### src/rtl/matrix_pkg.sv
// Shared types and defaults for the matrix operation sequencer.
package matrix_pkg;

    localparam int DIM_DEFAULT    = 2;
    localparam int ELEM_W_DEFAULT = 8;

    typedef enum logic [2:0] {
        OP_NONE = 3'b000,
        OP_ADD  = 3'b001,
        OP_SUB  = 3'b010
    } opcode_e;

    typedef enum logic [2:0] {
        ST_IDLE  = 3'd0,
        ST_RUN   = 3'd1,
        ST_FLUSH = 3'd2,
        ST_DONE  = 3'd3,
        ST_ARMED = 3'd4
    } seq_state_e;

    // True for the opcodes this block knows how to execute
    function automatic logic is_valid_op(input logic [2:0] op);
        return (op == OP_ADD) || (op == OP_SUB);
    endfunction

endpackage

### src/rtl/matrix_elem_alu.sv
// Element-wise unsigned add/subtract with carry-out / borrow.
module matrix_elem_alu
    import matrix_pkg::*;
#(
    parameter int ELEM_W = ELEM_W_DEFAULT
) (
    input  logic [2:0]        op,
    input  logic [ELEM_W-1:0] a,
    input  logic [ELEM_W-1:0] b,
    output logic [ELEM_W-1:0] result,
    output logic              carry
);

    logic [ELEM_W:0] sum_ext;

    // One extra bit holds the add carry-out, or the borrow when a < b on subtract
    always_comb begin
        sum_ext = '0;
        if (op == OP_SUB) begin
            sum_ext = {1'b0, a} - {1'b0, b};
        end else begin
            sum_ext = {1'b0, a} + {1'b0, b};
        end
    end

    assign result = sum_ext[ELEM_W-1:0];
    assign carry  = sum_ext[ELEM_W];

endmodule

### src/rtl/matrix_op_sequencer.sv
// Runs one element-wise add/sub over two DIM x DIM matrices per key press.
// Optional build macro: MATRIX_ENTER_CONFIRM_EN adds an ARMED state that
// waits for a rising edge of is_enter before the operation starts.
module matrix_op_sequencer
    import matrix_pkg::*;
#(
    parameter  int DIM    = DIM_DEFAULT,
    parameter  int ELEM_W = ELEM_W_DEFAULT,
    localparam int N      = DIM * DIM,
    localparam int AW     = (N > 1) ? $clog2(N) : 1
) (
    input  logic              clk,
    input  logic              nrst,
    input  logic [2:0]        opcode,
    input  logic              is_op,
    input  logic              is_result,
    input  logic              is_enter,
    output logic [AW-1:0]     rd_addr,
    input  logic [ELEM_W-1:0] a_elem,
    input  logic [ELEM_W-1:0] b_elem,
    output logic              wr_en,
    output logic [AW-1:0]     wr_addr,
    output logic [ELEM_W-1:0] wr_data,
    output logic              busy,
    output logic              done,
    output logic              ovf,
    output logic [2:0]        op_latched
);

    localparam logic [2:0] S_IDLE  = ST_IDLE;
    localparam logic [2:0] S_RUN   = ST_RUN;
    localparam logic [2:0] S_FLUSH = ST_FLUSH;
    localparam logic [2:0] S_DONE  = ST_DONE;
`ifdef MATRIX_ENTER_CONFIRM_EN
    localparam logic [2:0] S_ARMED = ST_ARMED;
`endif

    localparam logic [AW-1:0] LAST_IDX = AW'(N - 1);

    logic [2:0]        state;
    logic [AW-1:0]     idx;
    logic              go;
    logic              go_q;
    logic              go_rise;
    logic              latch;
    logic              vld_p1;
    logic [AW-1:0]     wr_addr_p1;
    logic [ELEM_W-1:0] wr_data_p1;
    logic [ELEM_W-1:0] alu_res;
    logic              alu_carry;

    assign go      = is_op & is_result & is_valid_op(opcode);
    assign go_rise = go & ~go_q;

`ifdef MATRIX_ENTER_CONFIRM_EN
    logic enter_q;
    logic enter_rise;

    assign enter_rise = is_enter & ~enter_q;
    // A new go edge latches the opcode from IDLE and re-latches while ARMED
    assign latch      = go_rise & ((state == S_IDLE) | (state == S_ARMED));

    // Edge detector for the enter key
    always_ff @(posedge clk or negedge nrst) begin
        if (!nrst) begin
            enter_q <= 1'b0;
        end else begin
            enter_q <= is_enter;
        end
    end
`else
    logic unused_enter;

    assign unused_enter = is_enter;
    assign latch        = go_rise & (state == S_IDLE);
`endif

    // Edge detector for the start condition so a held key runs only once
    always_ff @(posedge clk or negedge nrst) begin
        if (!nrst) begin
            go_q <= 1'b0;
        end else begin
            go_q <= go;
        end
    end

    // Sequencer FSM and element index counter
    always_ff @(posedge clk or negedge nrst) begin
        if (!nrst) begin
            state      <= S_IDLE;
            idx        <= '0;
            op_latched <= 3'b000;
        end else begin
            case (state)
                S_IDLE: begin
                    if (go_rise) begin
                        op_latched <= opcode;
                        idx        <= '0;
`ifdef MATRIX_ENTER_CONFIRM_EN
                        state      <= S_ARMED;
`else
                        state      <= S_RUN;
`endif
                    end
                end
`ifdef MATRIX_ENTER_CONFIRM_EN
                S_ARMED: begin
                    if (enter_rise) begin
                        idx   <= '0;
                        state <= S_RUN;
                    end else if (go_rise) begin
                        op_latched <= opcode;
                    end
                end
`endif
                S_RUN: begin
                    idx <= idx + 1'b1;
                    if (idx == LAST_IDX) begin
                        state <= S_FLUSH;
                    end
                end
                S_FLUSH: state <= S_DONE;
                S_DONE:  state <= S_IDLE;
                default: state <= S_IDLE;
            endcase
        end
    end

    assign rd_addr = (state == S_RUN) ? idx : '0;
    assign busy    = (state != S_IDLE);
    assign done    = (state == S_DONE);

    // --- stage p1: register-file data arrives, result is written back ---
    matrix_elem_alu #(
        .ELEM_W (ELEM_W)
    ) u_alu (
        .op     (op_latched),
        .a      (a_elem),
        .b      (b_elem),
        .result (alu_res),
        .carry  (alu_carry)
    );

    // Write strobe and address trail the read address by one cycle
    always_ff @(posedge clk or negedge nrst) begin
        if (!nrst) begin
            vld_p1     <= 1'b0;
            wr_addr_p1 <= '0;
        end else begin
            vld_p1     <= (state == S_RUN);
            wr_addr_p1 <= rd_addr;
        end
    end

    // Keep the last written result so wr_data is stable between writes
    always_ff @(posedge clk or negedge nrst) begin
        if (!nrst) begin
            wr_data_p1 <= '0;
        end else if (vld_p1) begin
            wr_data_p1 <= alu_res;
        end
    end

    // Sticky carry/borrow flag, cleared when a new operation is latched
    always_ff @(posedge clk or negedge nrst) begin
        if (!nrst) begin
            ovf <= 1'b0;
        end else if (latch) begin
            ovf <= 1'b0;
        end else if (vld_p1 && alu_carry) begin
            ovf <= 1'b1;
        end
    end

    assign wr_en   = vld_p1;
    assign wr_addr = wr_addr_p1;
    assign wr_data = vld_p1 ? alu_res : wr_data_p1;

endmodule

### config.mk
export PLATFORM = sky130hd
export DESIGN_NAME = matrix_op_sequencer
export DESIGN_NICKNAME = d
export VERILOG_FILES = /design/src/rtl/matrix_pkg.sv /design/src/rtl/matrix_elem_alu.sv /design/src/rtl/matrix_op_sequencer.sv
export SDC_FILE = /design/constraint.sdc
export NUM_CORES = 1
export LEC_CHECK = 0
export ABC_AREA = 1
export ABC_CLOCK_PERIOD_IN_PS = 5600
export BUFFER_PORTS_ARGS = -buffer_cell sky130_fd_sc_hd__buf_2
export CORE_AREA = 2 2 67 69
export DETAILED_ROUTE_END_ITERATION = 16
export DIE_AREA = 0 0 69 71
export GPL_ROUTABILITY_DRIVEN = 0
export PLACE_DENSITY_LB_ADDON = 0.1
export SLEW_MARGIN = 15
export SYNTH_ARGS = -nofsm -noshare
export SYNTH_HDL_FRONTEND = slang
export SYNTH_SLANG_ARGS = --single-unit
### constraint.sdc
create_clock -name clk -period 5.6 [get_ports clk]
set_clock_uncertainty 0.1 [all_clocks]
set_input_delay 0.28 -clock clk [delete_from_list [all_inputs] [get_ports clk]]
set_output_delay 0.28 -clock clk [all_outputs]
set_load 0.02 [all_outputs]
==> out/summary.log <==
INFO  timing         post-route-period-util=51.3%
INFO  timing         slew_violations=0
INFO  placement      port_buffers=41
INFO  global_route   first_global_vias=1237
INFO  power          power_per_cell_area=569mW/mm2
INFO  setup_path     crit_path_max_fanout=6
INFO  clock_network  clk_latency=0.26ns
INFO  layout         final_area=0.00177mm2
INFO  placement      post_detailed_placement_cell_area=0.00169mm2
INFO  routing        wl_met3=140um
INFO  layout         diodes=0
INFO  synthesis      ys_types=28
INFO  synthesis      yosys-top-cells-area=sky130_fd_sc_hd__dfrtp_1 (35%), sky130_fd_sc_hd__nand2_1 (14%), sky130_fd_sc_hd__ha_1 (12%)
INFO  routing        met2RoutedLength=1330um
INFO  clock_network  clock_tree_from_tritoncts=done
INFO  synthesis      ys_seq_area_share=35.1%
INFO  timing         final_setup_violations=0
INFO  setup_path     crit_type=register to primary output
INFO  setup_path     required=5.22ns
INFO  timing         max_slew.worst_pin.slew=0.448ns
INFO  placement      detailedPlacementHpwl=2510um
INFO  setup_path     critical_path.startpoint_type=register
INFO  routing        maxUsedRoutingLayer=met4
INFO  clock_network  clock-sinks=20
INFO  routing        met1_length=1550um
INFO  synthesis      synth_largest_area_cell=sky130_fd_sc_hd__dfrtp_1
INFO  synthesis      mappedNetlistArea=0.00143mm2
INFO  synthesis      synthesized_area_divided_by_synthesized_cell_count=7.59um2
INFO  routing        viasPerCell=4.43
INFO  die            floorplan.initialDensity=33.9%
INFO  synthesis      synthFlopType=sky130_fd_sc_hd__dfrtp_1
INFO  global_route   grt_util_all_layers=13.5%
INFO  run_status     run_status=finished, final reports clean
INFO  global_route   grt_remaining_overflow=0
INFO  clock_network  clock_tree.root_cell=sky130_fd_sc_hd__clkbuf_8
INFO  routing        postRouteWirelength=3030um
INFO  layout         finish.net_count=273
INFO  routing        first_iter_violations=29
INFO  layout         layout-area-overhead-vs-synth=24.4%
INFO  global_route   grt_antenna_before_repair=0
INFO  global_route   grt_pass1_wl=5460um
INFO  synthesis      yosys_warnings=0
INFO  layout         mostFrequentLayoutCells=sky130_fd_sc_hd__nand2_1 (55), sky130_fd_sc_hd__buf_2 (41), sky130_fd_sc_hd__inv_1 (32)
INFO  power          power.leakage=1.03nW
INFO  layout         seqCellArea=500um2
INFO  die            core=0.00420mm2
INFO  setup_path     crit_path_end_kind=primary output
INFO  clock_network  max-clock-path-buffers=2
INFO  routing        detail_route.first_pass.iterations=4
INFO  clock_network  cts.hold.buffers_added=1
INFO  die            fp-row-count=24
INFO  routing        detailed_route_drc_error_count=0
INFO  clock_network  ctsResizeCount=0
INFO  setup_path     worstPathArrival=2.49ns
INFO  clock_network  clk_transition_reported_paths=0.08ns
INFO  global_route   grt_max_degree=21
INFO  timing         max_freq=348MHz
INFO  routing        ant_nets=0
INFO  synthesis      number_of_enable_type_register_cells_in_the_synthesized_netlist=0
INFO  layout         multi_input_comb_area=798um2
INFO  die            die-width=69um
INFO  clock_network  htree_num_levels=1
INFO  die            die-area=0.00490mm2
INFO  timing         tns=0ns
INFO  synthesis      synthesis.nets=227
INFO  clock_network  cts_made_buffers=3
INFO  die            dieHeight=71um
INFO  synthesis      postSynthCellCount=188
INFO  power          max_ir_drop_vdd=0.000198V
INFO  layout         layout_commonest_cell=sky130_fd_sc_hd__nand2_1
INFO  synthesis      synthDominantCellAreaShare=35.1%
INFO  timing         timing_hold_violations_final=0
INFO  synthesis      ys_seq_elements=20
INFO  die            io_pins=43
INFO  min_path       worst_hold_path_type=input port to register
INFO  layout         fillCellCount=464
INFO  timing         unrepaired_setup_endpoints_after_global_routing=false
INFO  synthesis      async_reset_ff_share=100%
INFO  clock_network  cts.repair_timing.setup_buffer_count=0
INFO  routing        vias=1262
INFO  layout         post_route_cells_drive_above_1_share=24.0%
INFO  run            count_of_maximum_capacitance_violations=0
INFO  timing         finalWorstPathRequiredPeriod=2.87ns
INFO  routing        avgRoutedWirePerCell=10.6um
INFO  timing         timing.max_slew.rel_slack=70.1%
==> cell usage after synthesis, types with 2 or more instances <==
master,count
sky130_fd_sc_hd__xnor2_1,4
sky130_fd_sc_hd__nor2_1,11
sky130_fd_sc_hd__o21ai_0,11
sky130_fd_sc_hd__dfrtp_1,20
sky130_fd_sc_hd__nand2_2,2
sky130_fd_sc_hd__ha_1,14
sky130_fd_sc_hd__nand2_1,55
sky130_fd_sc_hd__o21a_1,2
sky130_fd_sc_hd__nand3_1,11
sky130_fd_sc_hd__nand3b_1,3
sky130_fd_sc_hd__a21oi_1,5
sky130_fd_sc_hd__inv_1,32
sky130_fd_sc_hd__xor2_1,3
==> final timing paths <==
check | from | to | slack, ns | cells past startpoint
setup reg to reg | op_latched[2]$_DFFE_PN0P_ | ovf$_DFFE_PN0P_ | 3.32 | 13
setup / recovery | op_latched[2]$_DFFE_PN0P_ | wr_data[7] | 2.73 | 13
max in group asynchronous | nrst | ovf$_DFFE_PN0P_ | 4.69 | 2
hold reg to reg | wr_data_p1[1]$_DFF_PN0_ | wr_data_p1[1]$_DFF_PN0_ | 0.38 | 2
min in group asynchronous | nrst | wr_data_p1[6]$_DFF_PN0_ | 0.40 | 2
hold / removal | opcode[1] | op_latched[0]$_DFFE_PN0P_ | 0.21 | 4
==> routing by layer <==
layer  vias to the layer above  GRT usage [%]
met5                         -              0
met4                         0           3.27
met3                         2           2.99
met2                        25           22.4
met1                       554           18.1
li1                        681              -
==> kinds of logic after synthesis <==
family,after synthesis,share of synthesized area [%]
buf+inv,34,8.95
compound gates,22,9.12
xor+xnor,7,4.30
fa+ha+maj,15,13.7
simple gates,90,28.9
flops,20,35.1
==> critical path, stage by stage (launching register included) <==
cell	delay, ns
sky130_fd_sc_hd__dfrtp_1	0.44
sky130_fd_sc_hd__nor3_4	0.28
sky130_fd_sc_hd__inv_2	0.11
sky130_fd_sc_hd__nand2_1	0.09
sky130_fd_sc_hd__xnor2_1	0.12
sky130_fd_sc_hd__inv_1	0.06
sky130_fd_sc_hd__ha_1	0.35
sky130_fd_sc_hd__a21oi_1	0.22
sky130_fd_sc_hd__o21a_1	0.16
sky130_fd_sc_hd__nand2_1	0.05
sky130_fd_sc_hd__nand2_1	0.05
sky130_fd_sc_hd__nand3_1	0.06
sky130_fd_sc_hd__nand2_1	0.08
sky130_fd_sc_hd__buf_2	0.16
==> power by group <==
part,switching [mW],leakage (nW),internal [mW]
Sequential,0.0380,0.250,0.204
Combinational,0.391,0.748,0.230
Clock,0.0501,0.0357,0.0953
==> area by class of cell <==
| type | instances | share of cell area (%) |
|---|---|---|
| Tap cell | 52 | 3.67 |
| Multi-Input combinational cell | 134 | 45.0 |
| Clock buffer | 3 | 2.33 |
| Inverter | 33 | 6.98 |
| Timing Repair Buffer | 42 | 12.1 |
| Clock inverter | 1 | 1.69 |
| Sequential cell | 20 | 28.2 |
==> stage by stage <==
step	hold slack (ns)	utilization, %	total power [mW]	std cells	worst slack (ns)
floorplan	-0.116	-	0.712	188	2.97
global placement	0.161	40.3	0.868	280	2.95
detailed placement	0.161	40.3	0.875	280	2.93
CTS	0.205	42.2	1.03	285	2.68
global route	0.224	42.2	1.12	285	2.43
finish	0.211	42.2	1.01	285	2.73
==> registers in the layout, summed over array words and instances (netlist names) <==
name / cells
wr_data_p1: 8
op_latched: 3
idx: 2
state: 2
wr_addr: 2
go_q: 1
ovf: 1
wr_en: 1
Note: power is estimated with default switching activity, not from simulation.
